<file path="src/rtl/phasegen_pkg.sv">
// kappa3_phase: shared phase constants and execution-mode encoding for phasegen and controller
package kappa3_phase;
  localparam logic [3:0] PH_IF   = 4'b0001;
  localparam logic [3:0] PH_DE   = 4'b0010;
  localparam logic [3:0] PH_EX   = 4'b0100;
  localparam logic [3:0] PH_WB   = 4'b1000;
  localparam logic [3:0] PH_NONE = 4'b0000;
  typedef enum logic [1:0] {
    MODE_IDLE,
    MODE_RUN,
    MODE_STEP_PH,
    MODE_STEP_INST
  } mode_t;
  function automatic logic [3:0] ph_next(input logic [3:0] ph);
    return {ph[2:0], ph[3]};
  endfunction
endpackage

</file>
<file path="src/rtl/phasegen_if.sv">
// phasegen_if: execution-control, breakpoint and phase signals between front panel/datapath and phasegen
interface phasegen_if #(parameter int XLEN = 32);
  logic            run;
  logic            stop;
  logic            step_phase;
  logic            step_inst;
  logic            mem_busy;
  logic            bp_en;
  logic [XLEN-1:0] bp_addr;
  logic [XLEN-1:0] pc;
  logic [3:0]      cstate;
  logic            running;
  logic            bp_stop;
  modport master (
    output run, stop, step_phase, step_inst, mem_busy, bp_en, bp_addr, pc,
    input  cstate, running, bp_stop
  );
  modport slave (
    input  run, stop, step_phase, step_inst, mem_busy, bp_en, bp_addr, pc,
    output cstate, running, bp_stop
  );
endinterface

</file>
<file path="src/rtl/phasegen.sv">
// phasegen: one-hot IF/DE/EX/WB phase sequencer with run/stop/step control and a PC breakpoint
module phasegen
  import kappa3_phase::*;
(
  input  logic      clock,
  input  logic      reset,
  phasegen_if.slave bus
);
  mode_t      mode;
  logic [3:0] ph;
  logic       resume;
  logic       stop_pend;
  logic       bp_stop;
  logic       bp_hit;
  logic       active;
  logic       done;
  always_comb begin
    bp_hit = (mode == MODE_RUN || mode == MODE_STEP_INST) && bus.bp_en && ph == PH_IF &&
             bus.pc == bus.bp_addr && !resume;
    active = (mode == MODE_RUN || mode == MODE_STEP_INST) ? !bp_hit : mode == MODE_STEP_PH;
    done   = active && !bus.mem_busy;
  end
  assign bus.cstate  = (active && !reset) ? ph : PH_NONE;
  assign bus.running = mode != MODE_IDLE && !reset;
  assign bus.bp_stop = bp_stop;
  always_ff @(posedge clock) begin
    if (reset) begin
      mode      <= MODE_IDLE;
      ph        <= PH_IF;
      resume    <= 1'b1;
      stop_pend <= 1'b0;
      bp_stop   <= 1'b0;
    end else begin
      if (done) begin
        ph <= ph_next(ph);
        if (ph == PH_IF) resume <= 1'b0;
      end
      case (mode)
        MODE_IDLE: begin
          if (!bus.stop && (bus.run || bus.step_inst || bus.step_phase)) begin
            mode    <= bus.run ? MODE_RUN : bus.step_inst ? MODE_STEP_INST : MODE_STEP_PH;
            resume  <= 1'b1;
            bp_stop <= 1'b0;
          end
        end
        MODE_RUN: begin
          if (bus.stop) stop_pend <= 1'b1;
          if (bp_hit) begin
            mode      <= MODE_IDLE;
            bp_stop   <= 1'b1;
            stop_pend <= 1'b0;
          end else if (done && ph == PH_WB && stop_pend) begin
            mode      <= MODE_IDLE;
            stop_pend <= 1'b0;
          end
        end
        MODE_STEP_PH: begin
          if (done) mode <= MODE_IDLE;
        end
        MODE_STEP_INST: begin
          if (bp_hit) begin
            mode    <= MODE_IDLE;
            bp_stop <= 1'b1;
          end else if (done && ph == PH_WB) begin
            mode <= MODE_IDLE;
          end
        end
        default: mode <= MODE_IDLE;
      endcase
    end
  end
endmodule

</file>
<file path="src/flat_wrapper.sv">
// flat-port wrapper written by rule: the top's interface ports become plain ports
module phasegen_flat import kappa3_phase::*;
  (clock, reset, bus_run, bus_stop, bus_step_phase, bus_step_inst, bus_mem_busy, bus_bp_en, bus_bp_addr, bus_pc, bus_cstate, bus_running, bus_bp_stop);
  phasegen_if #(.XLEN(32)) bus_i ();
  input  logic clock;
  input  logic reset;
  input wire logic [$bits(bus_i.run)-1:0] bus_run;
  input wire logic [$bits(bus_i.stop)-1:0] bus_stop;
  input wire logic [$bits(bus_i.step_phase)-1:0] bus_step_phase;
  input wire logic [$bits(bus_i.step_inst)-1:0] bus_step_inst;
  input wire logic [$bits(bus_i.mem_busy)-1:0] bus_mem_busy;
  input wire logic [$bits(bus_i.bp_en)-1:0] bus_bp_en;
  input wire logic [$bits(bus_i.bp_addr)-1:0] bus_bp_addr;
  input wire logic [$bits(bus_i.pc)-1:0] bus_pc;
  output wire logic [$bits(bus_i.cstate)-1:0] bus_cstate;
  output wire logic [$bits(bus_i.running)-1:0] bus_running;
  output wire logic [$bits(bus_i.bp_stop)-1:0] bus_bp_stop;
  assign bus_i.run = bus_run;
  assign bus_i.stop = bus_stop;
  assign bus_i.step_phase = bus_step_phase;
  assign bus_i.step_inst = bus_step_inst;
  assign bus_i.mem_busy = bus_mem_busy;
  assign bus_i.bp_en = bus_bp_en;
  assign bus_i.bp_addr = bus_bp_addr;
  assign bus_i.pc = bus_pc;
  assign bus_cstate = bus_i.cstate;
  assign bus_running = bus_i.running;
  assign bus_bp_stop = bus_i.bp_stop;
  phasegen u_core (.clock(clock), .reset(reset), .bus(bus_i));
endmodule
</file>
<file path="config.mk">
export PLATFORM = sky130hd
export DESIGN_NAME = phasegen_flat
export DESIGN_NICKNAME = d
export VERILOG_FILES = /design/src/rtl/phasegen_pkg.sv /design/src/rtl/phasegen_if.sv /design/src/rtl/phasegen.sv /design/src/flat_wrapper.sv
export SDC_FILE = /design/constraint.sdc
export NUM_CORES = 1
export LEC_CHECK = 0
export BUFFER_PORTS_ARGS = -buffer_cell sky130_fd_sc_hd__clkbuf_2
export CAP_MARGIN = 10
export CORE_UTILIZATION = 37
export DETAILED_ROUTE_END_ITERATION = 8
export PLACE_DENSITY = 0.81
export SYNTH_ARGS = -nofsm -noshare
export SYNTH_HDL_FRONTEND = slang
export SYNTH_SLANG_ARGS = --single-unit
</file>
<file path="constraint.sdc">
create_clock -name clock -period 2.3 [get_ports clock]
set_clock_uncertainty 0.05 [all_clocks]
set_input_delay 0.23 -clock clock [delete_from_list [all_inputs] [get_ports clock]]
set_output_delay 0.23 -clock clock [all_outputs]
set_load 0.03 [all_outputs]
</file>
=== Word level (Yosys, flattened, before mapping) ===
Index checks and enable logic that the tools add are counted.

* Register bits after elaboration: 9
* Logic and storage cells: 63
* Output and inout bits: 6

* Equal/unequal tests: 11
* Reductions and logical operators: 26
* Mux-type cells: 21

{| class="wikitable"
|+ Operators with widths
! cell !! count
|-
| == test 32 bit || 1
|-
| two-way mux 2 bit || 7
|-
| two-way mux 1 bit || 11
|-
| logical AND 1 bit || 10
|-
| case mux 2 bit (4 select lines) || 1
|-
| != test 2 x 1 -> 1 bit, second input constant || 3
|-
| != test 3 x 2 -> 1 bit, second input constant || 2
|-
| logical NOT 1 bit || 5
|-
| == test 2 bit, second input constant || 2
|-
| == test 4 x 1 -> 1 bit, second input constant || 1
|-
| == test 4 bit, second input constant || 1
|-
| two-way mux 4 bit || 1
|-
| AND reduction 4 bit || 1
|-
| nonzero test 2 bit || 2
|-
| logical OR 1 bit || 3
|-
| AND reduction 3 bit || 1
|-
| nonzero test 3 bit || 1
|-
| == test 2 x 1 -> 1 bit, second input constant || 1
|-
| logical NOT 2 bit || 1
|-
| case mux 1 bit (2 select lines) || 1
|-
| AND reduction 2 bit || 1
|-
| OR reduction 2 bit || 1
|}

=== Longest topological paths before layout ===
Gate-level depths: netlist of the first run.

* Word-level depth: 14
* Gate-level depth with buffers: 5
* Mapped depth without buffers: 5

=== Least setup slack after synthesis of the first run ===
No wires, ideal clock.

* Kind: input to output
* Start point: input bus_bp_addr[15]
* End point: output bus_cstate[0]
* Stages on the path: 5
* Path slack: 0.527 ns
* Required time: 2.020 ns
* Arrival: 1.493 ns
* Cells stage by stage: xor2_1 > nor4_1 > nand4_1 > or3_4 > and3_1

* Cells in the longest elaborated chain, start to end: 7

{| class="wikitable"
|+ RTL lines
! item !! RTL line !! RTL
|-
| start, declared || flat_wrapper.sv:13 || <nowiki>input wire logic [$bits(bus_i.bp_addr)-1:0] bus_bp_addr;</nowiki>
|-
| == test 32 bit || phasegen.sv:19 || <nowiki>bus.pc == bus.bp_addr && !resume;</nowiki>
|-
| logical AND 1 bit || phasegen.sv:18 || <nowiki>bp_hit = (mode == MODE_RUN || mode == MODE_STEP_INST) && bus.bp_en && ph == PH_IF &&</nowiki>
|-
| logical AND 1 bit || phasegen.sv:19 ||
|-
| logical NOT 1 bit || phasegen.sv:20 || <nowiki>active = (mode == MODE_RUN || mode == MODE_STEP_INST) ? !bp_hit : mode == MODE_STEP_PH;</nowiki>
|-
| two-way mux 1 bit || phasegen.sv:20 ||
|-
| logical AND 1 bit || phasegen.sv:23 || <nowiki>assign bus.cstate = (active && !reset) ? ph : PH_NONE;</nowiki>
|-
| two-way mux 4 bit || phasegen.sv:23 ||
|-
| end, declared || flat_wrapper.sv:15 || <nowiki>output wire logic [$bits(bus_i.cstate)-1:0] bus_cstate;</nowiki>
|}

Every way passes these cells.

=== Final worst setup path of the first run ===
* Start point: register u_core.mode[0]
* End point: output bus_cstate[1]

* Cells in the longest elaborated chain, start to end: 10
* Elaborated cells on any way between the ends: 12

{| class="wikitable"
|+ RTL lines
! item !! RTL line !! RTL
|-
| start, declared || phasegen.sv:9 || <nowiki>mode_t mode;</nowiki>
|-
| start signal, assigned || phasegen.sv:41 || <nowiki>mode <= bus.run ? MODE_RUN : bus.step_inst ? MODE_STEP_INST : MODE_STEP_PH;</nowiki>
|-
| == test 2 x 1 -> 1 bit / == test 2 bit (equally long branches) || phasegen.sv:18, phasegen.sv:20 ||
|-
| logical OR 1 bit || phasegen.sv:18, phasegen.sv:20 ||
|-
| logical AND 1 bit (3 in series) || phasegen.sv:18 ||
|-
| logical AND 1 bit || phasegen.sv:19 ||
|-
| logical NOT 1 bit || phasegen.sv:20 ||
|-
| two-way mux 1 bit (*) || phasegen.sv:20 ||
|-
| logical AND 1 bit (*) || phasegen.sv:23 ||
|-
| two-way mux 4 bit (*) || phasegen.sv:23 ||
|}

Mark *: on every way between the ends. The rest lies on a longest branch, timed or not.

==> flow_results.org, run 1 <==
** Drt
- The first detailed-routing pass took 4 iterations.
- Sum of routed wire segments on met1 :: 809 um
- For this block, the routed nets add up to 2187 um of wire.
- Number of design rule violations left after detail routing :: 0
- In the routed layout, each cell is associated on average with a via count of 5.032.
- Total number of vias :: 1,087
- Detailed routing placed a total of 161 um of wire on met3.
- Wire length per cell :: 10.13 um
- The routed design uses 1202 um of met2 wire.
- The first routing iteration left 26 violations.
- Highest Signal Layer :: met4
- Routed Antenna Nets :: 0

** Pwr
- Of the total power, the share spent switching nets is 32.46%.
- In this run, the clock network consumes about a quarter of the power.
- Reported net switching power :: 0.1670 mW
- The analysis attributes to cell leakage a power of roughly 0.67 nW.
- Share of total power in combinational logic :: 39.5%
- Power spread over the standard cell area amounts to 388.3 nW/um^2.
- Sequential cells account for 36.6% of the total power.
- Post-layout total power :: between 0.5 and 0.6 mW
- The internal portion of the total power is 0.3475 mW.
- VDD sags by at most 0.2190 mV.

** STA
- Number of failing hold endpoints at the final stage :: 0
- Share of the clock period used by the worst path :: 96.37%
- Setup TNS after final layout :: 0 ps
- Fin worst setup slack :: 83.45 ps
- The final count of pins violating max slew was 0.
- The smallest clock period supported by the final layout is computed as ~2200 ps.
- Measured against its own limit, the worst slew margin works out to 63.04%.
- Setup repair after global routing left no endpoint under its margin.
- At the pin with the least slew margin, the transition time is 549.4 ps.
- Endpoints failing setup :: 0
- Fmax :: between 0.4 and 0.5 GHz

** Clock network
- Number of buffers added by the clock tree synthesis step :: 3
- Insertion delay of the later-clocked pin in the worst-skew pair :: 260 ps
- TritonCTS built the clock tree.
- In this run the deepest clock path goes through 2 buffers.
- The tree is rooted in a clkbuf_4.
- In this run the number of H-tree levels came out at 1.
- The clock drives 9 sinks.
- Clock-pin slew reported for the worst setup and hold paths after clock tree synthesis :: about 60 ps

** Synth
- The Yosys step of the flow raised 0 warnings.
- The synthesized design contains 9 register bits.
- Mapped Nets :: about 180
- Area of the mapped netlist :: 852.1 um^2
- Part of the Yosys area used for sequential elements :: a little over a fifth
- Of the total synthesized cell area, the portion taken by XOR and XNOR cells is 32.89%.
- Largest family of logic cells by synthesized area :: simple AND/OR/NAND/NOR gates
- Top-area cell type share of the netlist area :: between 30% and 40%
- Area fraction in compound gates after synthesis :: 11.01%
- In this run, distinct cell masters in the synthesized netlist total 29.
- Of all flip-flops after synthesis, the portion carrying an async set or reset was 0%.
- In this run the mean area of a mapped cell was 8.038 um^2.
- Of the total synthesized cell area, the portion taken by AND, OR, NAND and NOR gates is 34.07%.
- Of the post-synthesis cell area, the part taken by muxes is 0%.
- xor2_1 takes more of the synthesized area than any other cell.
- Number of enable flip-flop cells after synthesis :: 0
- By area the synthesized netlist is led by xor2_1 32%, dfxtp_1 21%, nor4_1 6.6%, nor3_1 4.1%, nor2_1 3.1%.
- Of the total synthesized cell area, the portion taken by full adders, half adders and majority gates is 0%.
- Counting every instance in the synthesized netlist gives 106.
- Top_reg_cell synth :: dfxtp_1

** Floorplanning
- Die Outline Area :: 2499 um^2
- The floorplan step set the die width to 49.99 um.
- For this configuration, the core starts out at a cell density of 38.89%.
- Core region area :: 2191 um^2
- In this run the core area contains 17 standard-cell rows.
- Count of boundary I/O pins :: 78
- DIE HEIGHT :: 49.99 um

** Cells and area
- Compared with the post-synthesis result, the final layout area differs by 55.51%.
- Final net count :: approximately 260
- Post-route cell area :: 1325 um^2
- Of the cells placed in the final design, the portion with a size suffix greater than 1 is 46.28%.
- After the flow finishes, the layout carries non-filler instances totaling 216.
- Final antenna diode count :: 0

** GRT
- The via count of the first global-routing pass came to 917.
- Entering global routing, the biggest net connects 15 pins.
- The initial antenna violation count came to 0.
- Across every metal layer, demand over resource in global routing totals approximately 18%.
- Wire length of the first global-routing pass :: 3574 um
- The total overflow left after global routing is 0.

** Run status
- The flow ran to the end, and the final reports show no timing, DRC or antenna violations.

** Setup path
- Startpoint type of the worst setup path :: flip-flop
- At the worst endpoint, the required time is roughly 2000 ps.
- Peak fanout along the critical path :: 6
- Critical path type :: reg -> out
- CP arrival :: about 1900 ps
- Endpoint class of the critical path :: output port

** Run
- Across the run, the number of max-cap violations was 0.

** Placement
- Placed Instances :: 210
- The congestion estimate from routability-driven global placement came to between 0.8 and 0.9.
- In this run the cell area measured after placement is 1269 um^2.
- Before CTS, the worst setup slack after placement is between 100 and 150 ps.
- Input and output buffers added on the ports amount to 77.
- DP Wirelength :: 1954 um

** Min path
- The path class of the tightest hold or removal check is in -> reg.
[cells in the mapped netlist (all sizes together) (2+ instances only)]
master	instances
or4b	2
o21ai	4
nand4	2
nand3	2
xor2	31
and3	4
nor4	9
nand2	5
dfxtp	9
nand3b	2
nor2b	3
a21oi	4
nor3	7
nand2b	2
nor2	7
[power by group through the flow]
stage               clock network (mW)  logic, mW  registers (mW)
global placement                     0      0.190           0.189
detailed placement                   0      0.197           0.190
global route                     0.134      0.226           0.191
finish                           0.123      0.203           0.188
CTS                              0.124      0.203           0.188
floorplan                            0      0.108           0.185
[metrics by stage]
| step | hold WS, ps | utilization, % |
|---|---|---|
| floorplan | 354.0 | - |
| global placement | 434.8 | 57.91 |
| detailed placement | 431.4 | 57.91 |
| CTS | 224.2 | 59.51 |
| global route | 260.3 | 60.48 |
| finish | 218.8 | 60.48 |
[worst paths after layout]
path | from | end | slack (ps) | cells after the start
max reg2reg | u_core.ph[3] | u_core.mode[0] | 520 | 5
min reg2reg | u_core.bus.bp_stop | u_core.bus.bp_stop | 440 | 2
min | bus_run | u_core.mode[1] | 220 | 4
max | u_core.mode[0] | bus_cstate[1] | 80 | 6
[cell families (layout without fill, tap and decap cells)]
group / count (synthesis) / in the layout
flip-flops: 9 / 9
buffers and inverters: 2 / 84
XOR/XNOR: 32 / 32
AND/OR/NAND/NOR: 49 / 49
AO/OA/AOI/OAI: 14 / 14
[routing by layer]
metal / vias up / GRT usage, %
met3: 2 / 2.778
met1: 484 / 19.37
met5: - / 0
met4: 0 / 4.286
li1: 556 / -
met2: 45 / 35.78
[flip-flops by register name (all words and copies together), names as in the netlist]
register / cells
u_core.ph: 4
u_core.mode: 2
u_core.bus.bp_stop: 1
u_core.resume: 1
u_core.stop_pend: 1
[placed cells by master, fill, tap and decap left out, drive strengths merged]
| cell type | instances |
|---|---|
| nand3 | 2 |
| a222oi | 1 |
| nor2b | 3 |
| nor3b | 1 |
| dfxtp | 9 |
| or3 | 1 |
| nor4b | 1 |
| nor3 | 7 |
| a311o | 1 |
| xor2 | 31 |
| o211ai | 1 |
| buf | 2 |
| a21oi | 4 |
| o21ai | 4 |
| nand2 | 5 |
| or2 | 1 |
| xnor2 | 1 |
| nand3b | 2 |
| a41oi | 1 |
| or4b | 2 |
| o311a | 1 |
| nand4 | 2 |
| and3 | 4 |
| inv | 1 |
| clkbuf | 81 |
| nor4 | 9 |
| a22oi | 1 |
| nand2b | 2 |
| nor2 | 7 |
[critical path, cell delays in order (launching register included)]
cell and delay (ps):
dfxtp_1 410, nand2_1 70, nor3_1 190, nand4_1 180, or3_4 450, and3_1 200
clkbuf_2 180
[layout make-up]
type                            instances  area, um^2
Tap cell                               28       35.03
Multi-Input combinational cell         95       679.4
Sequential cell                         9       180.2
Timing Repair Buffer                   79       400.4
Inverter                                1       3.754
Clock buffer                            4       26.28
Fill cell                             209       865.8
[repair_timing]
| action | 4_1_cts | 5_1_grt |
|---|---|---|
| hold buffers | 0 | 0 |
| buffers inserted | 0 | 2 |
| setup endpoints to repair | 4 | 4 |
| pin swaps | 1 | 3 |
| resized for setup | 1 | 1 |
Power figures use the tool's default switching activity.
==> inputs of run 2 (changes only) <==
--- a/config.mk
+++ b/config.mk
@@ -11,3 +11,3 @@
 export DETAILED_ROUTE_END_ITERATION = 8
-export PLACE_DENSITY = 0.81
+export PLACE_DENSITY = 0.8
 export SYNTH_ARGS = -nofsm -noshare
==> constraint.sdc (replaced) <==
create_clock -name clock -period 2.3 [get_ports clock]
set_clock_uncertainty 0.05 [all_clocks]
set_input_delay 0.345 -clock clock [delete_from_list [all_inputs] [get_ports clock]]
set_output_delay 0.345 -clock clock [all_outputs]
set_load 0.03 [all_outputs]
==> run 2 against run 1 <==
  * Worst setup slack worse by 28 ps
  * Die area unchanged
  * Sequential share of layout area decreased by 0.34 points
  * Register-to-register slack got worse by 350 ps
  * Core utilization is 3.3 points higher
  * Non-clock buffer count is 8 higher
  * Worst hold slack better by 100 ps
  * First-iteration DRC count grew 35%
  * Combinational power grew 12%
  * Critical path depth is the same
  * Fmax down 1.3%
  * Routed wire length grew 20%
==> flow_results.org, run 2 (synthesis gave the netlist of run 1 again) <==
** STA
- RSZ-0062 raised after global routing: yes (was no).
- The transition time of the tightest slew-check pin is 568.3 ps (was 549.4 ps).
- The final count of pins violating max slew was 0 (unchanged).
- The final clock period utilization by the worst path is 97.61% (was 96.37%).
- Fmax :: 0.4454 GHz (was 0.4512 GHz)
- Fin worst setup slack :: 55.01 ps (was 83.45 ps)
- Number of failing hold endpoints at the final stage :: 0 (unchanged)
- The final critical delay including setup and external delays came to 2245 ps (was 2217 ps).
- Max-Slew Margin vs Limit :: 61.76% (was 63.04%)
- The setup-violating endpoint count in the final report came to 0 (unchanged).

** Placement
- The half-perimeter wire length after detailed placement was 2091 um (was 1954 um).
- The weighted congestion reported at the end of routability-driven placement is 0.7847 (was 0.8114).
- The worst setup slack after placement came to 52.03 ps (was 129.4 ps).
- Buffers on Ports :: 77 (unchanged)

** Cells and area
- The register bank with the most flops is u_core.ph (unchanged).
- The most common cell after layout, fill and taps aside is clkbuf_2 (unchanged).
- The antenna cell count came to 0 (unchanged).
- Largest register FFs :: 4 (unchanged)
- The multi-input combinational cell area was 678.2 um^2 (was 679.4 um^2).
- Core Util, Final :: 63.74% (was 60.48%)
- Layout cell share with drive strength beyond 1 :: 50.51% (was 46.28%)
- Commonest cells after routing, fill and taps aside :: 73 x clkbuf_2, 31 x xor2_1, 13 x buf_4 (was 77 x clkbuf_2, 31 x xor2_1, 9 x dfxtp_1)
- Fillcell total :: 209 (unchanged)
- Largest registers: u_core.ph x4, u_core.mode x2 (unchanged).
- The area growth from synthesis to layout came to 63.88% (was 55.51%).
- Final net count :: 269 (was 261)
- The register area came to 185.2 um^2 (was 180.2 um^2).

** Setup path
- CP arrival :: 1850 ps (was 1940 ps)
- Cell breakdown of the critical path: nand2_1, nor3_1, nand4_1, or3_4, and3_1, buf_4 (was nand2_1, nor3_1, nand4_1, or3_4, and3_1, clkbuf_2).
- The kind of launch point of the worst setup path is a flip-flop (unchanged).
- The worst-path maximum fanout came to 6 (unchanged).
- Delay of the slowest cell on the worst path :: 430 ps (was 450 ps)
- Critical path type :: reg -> out (unchanged)
- The critical path required time is 1900 ps (was 2020 ps).
- Worst-path cell with the longest stage delay :: or3_4 (unchanged)
- The endpoint type of the worst setup path is an output port (unchanged).
- Register-to-Register Path Depth :: 10 (was 5)

** Floorplanning
- Horizontal extent of the die :: 49.99 um (unchanged)
- Core region area :: 2191 um^2 (unchanged)
- Die Outline Area :: 2499 um^2 (unchanged)
- Count of boundary I/O pins :: 78 (unchanged)
- The starting density of the core was 38.89% (unchanged).
- The total number of placement rows is 17 (unchanged).
- DIE HEIGHT :: 49.99 um (unchanged)

** Drt
- The average wire per standard cell was 11.76 um (was 10.13 um).
- The detailed-route wire length came to 2635 um (was 2187 um).
- The via count is 1,146 (was 1,087).
- Starting DRT DRC Count :: 35 (was 26)
- First-pass iteration count of the detailed router :: 4 (unchanged)
- The final antenna-violating net count came to 0 (unchanged).
- Number of design rule violations left after detail routing :: 0 (unchanged)
- The post-detailed-route via-to-cell ratio is 5.116 (was 5.032).

** Min path
- Class of the most critical hold timing path :: in -> reg (unchanged)
- The number of stages on the worst hold path is 4 (unchanged).

** Clock network
- Number of buffers added by the clock tree synthesis step :: 3 (unchanged)
- Maximum number of buffers from clock root to sink :: 2 (unchanged)
- Buffer type at the clock tree root :: clkbuf_4 (unchanged)
- Clock-pin slew reported for the worst setup and hold paths after clock tree synthesis :: 60 ps (about the same)
- The number of levels the H-tree was split into is 1 (unchanged).
- CTS tree :: done (unchanged)
- The clock latency at the later pin of the worst-skew pair is 270 ps (was 260 ps).
- Clock Sink Count :: 9 (unchanged)

** GRT
- Total track usage :: 21.30% (was 18.11%)
- The via count of the first global-routing pass was 1,053 (was 917).
- The aggregate global routing overflow is 0 (unchanged).
- The initial antenna violation count is 0 (unchanged).
- Wire length of the first global-routing pass :: 4057 um (was 3574 um)
- The maximum number of pins on one net before global-route repair is 15 (unchanged).

** Run status
- Result of the run: completed (unchanged).

** Pwr
- Max rail drop VDD :: 0.2185 mV (was 0.2190 mV)
- The net switching share of the total power was 33.17% (was 32.46%).
- Share of total power in combinational logic :: 41.5% (was 39.5%)
- Areal power density over the cells :: 392.6 nW/um^2 (was 388.3 nW/um^2)
- Share of total power in sequential cells :: 34.9% (was 36.6%)
- Internal Pwr Total :: 0.3663 mW (was 0.3475 mW)
- The switching power total is 0.1818 mW (was 0.1670 mW).
- The leakage power came to 0.7088 nW (was 0.6708 nW).
- Fraction of power consumed by the clock network :: 23.6% (was 24.0%)

** Run
- The count of max-cap constraint violations came to 0 (unchanged).
-- run 2: changes by cell type in the layout (fill, tap and decap cells not counted) --
cell,before,now
nor4_1,8,9
nor3_2,0,1
buf_4,2,13
nor4_2,1,0
nor3_1,7,6
buf_2,0,1
dfxtp_2,0,4
clkbuf_2,77,73
dfxtp_1,9,5
-- run 2: stage by stage --
step	hold WS [ps]	total power [mW]	cell area, um^2	instances	setup TNS, ps
after global placement	431.9	0.3787	1291	213	0
after CTS	321.4	0.5361	1375	223	0
after global routing	347.7	0.5812	1396	224	-49.91
after detailed placement	442.0	0.3894	1291	213	0
final	320.3	0.5481	1396	224	0
after floorplan	443.6	0.2930	852.1	106	0
-- run 2: repair_timing --
item | 4_1_cts | 5_1_grt
endpoints found under the setup margin | 4 | 7
setup buffers | 6 | 1
resized for setup | 3 | 12
hold buffers | 0 | 0
pin swaps | 2 | 3
-- run 2: power groups by stage --
stage	clock (mW)	sequential (mW)	combinational (mW)
final	0.129	0.191	0.227
after global routing	0.141	0.193	0.247
after CTS	0.131	0.189	0.216
after detailed placement	0	0.190	0.199
after global placement	0	0.189	0.190
after floorplan	0	0.185	0.108
-- run 2: per-layer routing --
layer | GRT usage (%) | vias up | part of all wire [%]
met3 | 3.086 | 6 | 7.2
met5 | 0 | - | 0
met2 | 43.33 | 60 | 56
li1 | - | 568 | -
met1 | 19.38 | 512 | 35
met4 | 11.43 | 0 | 2.0
-- run 2: worst paths after layout --
check / start / to / slack [ps]
min reg2reg: u_core.bus.bp_stop / u_core.bus.bp_stop / 450
max reg2reg: u_core.ph[1] / u_core.mode[1] / 170
max: u_core.mode[0] / bus_cstate[1] / 60
min: bus_run / u_core.mode[1] / 320
-- run 2: area by class of cell --
class,count,area share (%)
sequential,9,13.26
inverter,1,0.2688
timing repair buffer,87,33.51
clock buffer,4,1.882
multi-input combinational,95,48.57
tap,28,2.509
-- run 2: worst max-delay path, delay by kind of cell, from the launching register on --
kind | cells | cell delay, ps
flip-flops | 1 | 370
AND/OR/NAND/NOR | 5 | 1050
buffers and inverters | 1 | 160
